==> src/rtl/bcd_decade_counter_pkg.sv <==
// Shared constants and types for the BCD decade counter.
package bcd_decade_counter_pkg;
   localparam logic [3:0] DECADE_MAX   = 4'd9;
   localparam logic [3:0] DECADE_RESET = 4'd0;
   typedef logic [3:0] bcd_t;
endpackage

==> src/rtl/bcd_decade_counter_jk_ff.sv <==
// JK flip-flop: hold 00, reset 01, set 10, toggle 11; async active-high reset.
module jk_ff #(
   parameter logic RST_VAL = 1'b0
) (
   input  logic clk,
   input  logic rst,
   input  logic j,
   input  logic k,
   output logic q
);
   logic q_q, q_d;

   always_comb begin
      q_d = q_q;
      case ({j, k})
         2'b01:   q_d = 1'b0;
         2'b10:   q_d = 1'b1;
         2'b11:   q_d = ~q_q;
         default: q_d = q_q;
      endcase
   end

   always_ff @(posedge clk or posedge rst) begin
      if (rst) q_q <= RST_VAL;
      else     q_q <= q_d;
   end

   assign q = q_q;
endmodule

==> src/rtl/bcd_decade_counter.sv <==
// Self-correcting 0..9 decade counter built from four JK flops; z is the
// same-cycle carry into the next digit.
module bcd_decade_counter
   import bcd_decade_counter_pkg::*;
(
   input  logic clk,
   input  logic rst,
   output logic a,
   output logic b,
   output logic c,
   output logic d,
   input  logic x,
   output logic z
);
   bcd_t       q;
   logic [3:0] j, k;
   logic       ill;

   // Excitation from the next-state table; states 10..15 all drive toward 0.
   always_comb begin
      j    = '0;
      k    = '0;
      ill  = q[3] & (q[2] | q[1]);
      j[0] = x & ~ill;
      k[0] = x | ill;
      j[1] = x & q[0] & ~q[3];
      k[1] = (x & q[0]) | q[3];
      j[2] = x & q[1] & q[0] & ~q[3];
      k[2] = (x & q[1] & q[0]) | q[3];
      j[3] = x & q[2] & q[1] & q[0];
      k[3] = (x & q[0]) | q[2] | q[1];
   end

   for (genvar i = 0; i < 4; i++) begin : g_bit
      jk_ff #(.RST_VAL(DECADE_RESET[i])) u_ff (
         .clk (clk),
         .rst (rst),
         .j   (j[i]),
         .k   (k[i]),
         .q   (q[i])
      );
   end

   assign {a, b, c, d} = q;
   assign z = x & (q == DECADE_MAX);
endmodule

==> config.mk <==
export PLATFORM = sky130hd
export DESIGN_NAME = bcd_decade_counter
export DESIGN_NICKNAME = d
export VERILOG_FILES = /design/src/rtl/bcd_decade_counter_pkg.sv /design/src/rtl/bcd_decade_counter_jk_ff.sv /design/src/rtl/bcd_decade_counter.sv
export SDC_FILE = /design/constraint.sdc
export NUM_CORES = 1
export LEC_CHECK = 0
export CORE_AREA = 4 4 41 43
export DETAILED_ROUTE_END_ITERATION = 6
export DIE_AREA = 0 0 45 47
export GPL_TIMING_DRIVEN = 0
export MAX_ROUTING_LAYER = met4
export PLACE_DENSITY = 0.34
export SLEW_MARGIN = 5
export SYNTH_ARGS = -nofsm -noshare
export SYNTH_HDL_FRONTEND = slang
export SYNTH_SLANG_ARGS = --single-unit
==> constraint.sdc <==
create_clock -name clk -period 2.45 [get_ports clk]
set_clock_uncertainty 0.05 [all_clocks]
set_input_delay 0.6125 -clock clk [delete_from_list [all_inputs] [get_ports clk]]
set_output_delay 0.6125 -clock clk [all_outputs]
set_load 0.1 [all_outputs]
After elaboration in Yosys (flattened, before gate mapping). Index checks and enable logic that the tools add are counted.

Bitwise operators: 22. Reduce and logical (&&, ||, !) cells: 4. Muxes and demuxes: 4. Eq/ne operators: 13.

Operator list (number): == test 2 bit (second input constant) (8); one-hot mux 1 bit (3 select lines) (4); nonzero test 3 bit (4); bitwise AND 1 bit (11); == test 2 x 1 -> 1 bit (second input constant) (4); OR 1 bit (6); inverter 1 bit (5); == test 4 bit (second input constant) (1).

Logic and storage cells: 47. Output and inout bits: 5. Register bits after elaboration: 4. Input port bits: 3.

Depth between registers and ports, before layout.
Depth after elaboration: 6. Mapped depth: 2.

By module. A second synthesis with hierarchy kept.

Cell total of the unflattened synthesis: 30. Area, all modules: 229.0 um2.

Modules (own cells, without submodules): jk_ff (cells an instance 4, area each 37.5 um2, sequential area each 25.0 um2, times used 4); bcd_decade_counter (cells an instance 14, area each 78.8 um2, sequential area each 0.0 um2, times used 1).

Worst setup path after synthesis. Ideal clock, no wire load.

Kind: register to output. Start: reg g_bit[3].u_ff.q_q. End: out z. Stages on the path, launching flop included: 3. Data required time: 1.788 ns. Arrival time: 2.651 ns. Setup slack: -0.864 ns. Path through: dfrtp_1 or3b_1 nor2_1.

Word-level cells in the longest chain between the ends: 2.

Ends and longest elaborated chain: start, declared (line bcd_decade_counter_jk_ff.sv:11) `logic q_q, q_d;`; start signal, assigned (line bcd_decade_counter_jk_ff.sv:25) `else q_q <= q_d;`; == test 4 bit (line bcd_decade_counter.sv:45) `assign z = x & (q == DECADE_MAX);`; bitwise AND 1 bit (line bcd_decade_counter.sv:45); end, declared (line bcd_decade_counter.sv:13) `output logic z`.

Every way passes these cells.

Worst setup path in the final report.
Start: in x. End: out z.

Word-level cells in the longest chain between the ends: 1.

Ends and longest elaborated chain: start, declared (line bcd_decade_counter.sv:12) `input logic x,`; bitwise AND 1 bit (line bcd_decade_counter.sv:45).

Every way passes these cells.

==> impl_metrics.ini <==
[outcome]
outcome = finished, final reports clean

[critical_path]
r2r_end = g_bit[3].u_ff.q
cpPeakStageDelay_ns = 0.55
cp_cell_sequence = clkdlybuf4s50_1 -> nand2_1 -> nor2_4 -> buf_6
critical_path_class = input port to output pin
cp_top_family = buffers and inverters
cp-end-kind = output pin
start_kind = input port
reg2reg_from = g_bit[1].u_ff.q
worstPathMaxFanout = 5
reg2reg_slack_ns = 1.30
rr_worst_depth = 2
crit_path_top_delay_cell = clkdlybuf4s50_1
required_ns = 1.79
path_buf_inv = 2
arrival_ns = 1.64

[logic_synthesis]
netlist_area_um2 = 206.4
synth_top_cell_area_share_pct = 48.48
syn_area_per_cell_um2 = 10.32
yosys_warnings = 0
yosys.area.top_type = dfrtp_1
syn_inst = 20
synth_nets = 23
synthTopCellsByArea = dfrtp_1 (48%), nand3b_1 (7.3%), mux2_2 (5.5%)
synth-seq-cells = 4
ys_types = 15
yosysSeqAreaShare_pct = 48.48

[floorplan]
fp.dieW_um = 45
start_util_pct = 15.87
rows = 13
io-pin-count = 8
fp.dieH_um = 47
core_um2 = 1301
dieArea_um2 = 2115

[clocking]
cts_made_buffers = 3
cts_tree = built
clk_pin_slew_ns = 0.04
cts-resized-gates = 8
worst_skew_pair.late_latency_ns = 0.24
cts.hold.buffers_added = 0
cts_setup_buffers = 0
clock_path_buffers = 2
cts_sinks = 4
cts_max_level = 1
root_buffer = clkbuf_4

[global_routing]
globalRoute.totalOverflow = 0
grt_usage_pct = 6.296
antenna_found_initial = 0
grt_pass1_vias = 187
grt_pass1_wl_um = 821
grt_max_degree = 8

[timing]
finalCritPeriodShare_pct = 94.05
grt_setup_unrepaired = no
slew_viol_final = 0
worst_pin_slew_ns = 0.9628
setup_viol = 0
relSlewSlack_pct = 35.71
fmax_mhz = 434.0
post-route-min-period_ns = 2.304
fin_tns_setup_ns = 0
hold_viol = 0

[hold_path]
min_to = g_bit[1].u_ff.q
hold_class = register to register
min-delay-start = g_bit[3].u_ff.q
whs_path_depth = 1

[placed_design]
dp_cells = 42
finalWeightedCongestion = 0.6509
port_buffers = 7

[drt]
antenna_left = 0
drcViolationCount = 0
wirelength_um = 470
vias = 191
drt_iter0_drc = 2
wire_per_inst_um = 10.22
drt_pre_antenna_iters = 2
via_per_inst = 4.152

[cells_and_area]
area_delta_synth_final_pct = 63.03
regArea_um2 = 103.9
fillers = 141
final_nets = 35
insertedDiodeCount = 0
drive_above_1_share_pct = 38.71
multi_input_area_um2 = 110.1
largest_reg_flops = 4
layout_common_cells = clkbuf_4 (3), dfrtp_2 (3)
layout.cells.non_filler = 46

[flow_run]
maxCapViolations = 0
==> how the worst max path moves through the flow <==
stage,depth (start not counted),end,from,slack (ns)
after detailed placement,4,z,x,-0.77
after global placement,4,z,x,-0.76
after CTS,1,c,g_bit[1].u_ff.q,0.002
final,4,z,x,0.15
after global routing,4,z,x,0.05
after floorplan,2,z,g_bit[0].u_ff.q,0.01
==> metal layers <==
metal | share of wire [%] | track usage (%)
met5 | 0 | -
met1 | 41 | 6.407
met4 | 0.85 | 3.509
met3 | 14 | 6.130
met2 | 44 | 7.627
==> logic make-up after synthesis <==
logic type      Yosys count  share of synthesized area (%)
compound gates            3                          9.693
buf+inv                   1                          1.816
flops                     4                          48.49
mux                       2                          10.30
simple gates             10                          29.70
==> stage by stage <==
stage | utilization, % | cell area [um2] | hold WS, ns | setup WS [ns]
after floorplan | - | 217.7 | 0.3284 | 0.01276
after CTS | 25.19 | 327.8 | 0.4528 | 0.001942
after global placement | 23.56 | 306.5 | 0.4335 | -0.7614
after global routing | 25.87 | 336.6 | 0.4832 | 0.05380
after detailed placement | 23.56 | 306.5 | 0.4373 | -0.7655
final | 25.87 | 336.6 | 0.4473 | 0.1458
==> cell type report <==
cell class              instances  area share (%)
clock buffers                   4           7.807
inverters                       1           1.115
multi-input cells              15           32.71
flip-flops and latches          4           30.86
well taps                      15           5.576
repair buffers                  7           21.93
==> cell usage after synthesis <==
master	count
and2b_2	1
mux2_2	1
nand3_1	1
mux2i_1	1
a21oi_1	1
nor2_1	2
dfrtp_1	4
nand3b_1	2
o21ai_0	1
or2_2	1
or3b_1	1
inv_1	1
a21bo_2	1
nand2_1	1
and3_1	1
Power is left out: the tool's default activity adds up to more than one toggle a clock period on the data nets, which glitch-free logic cannot reach.
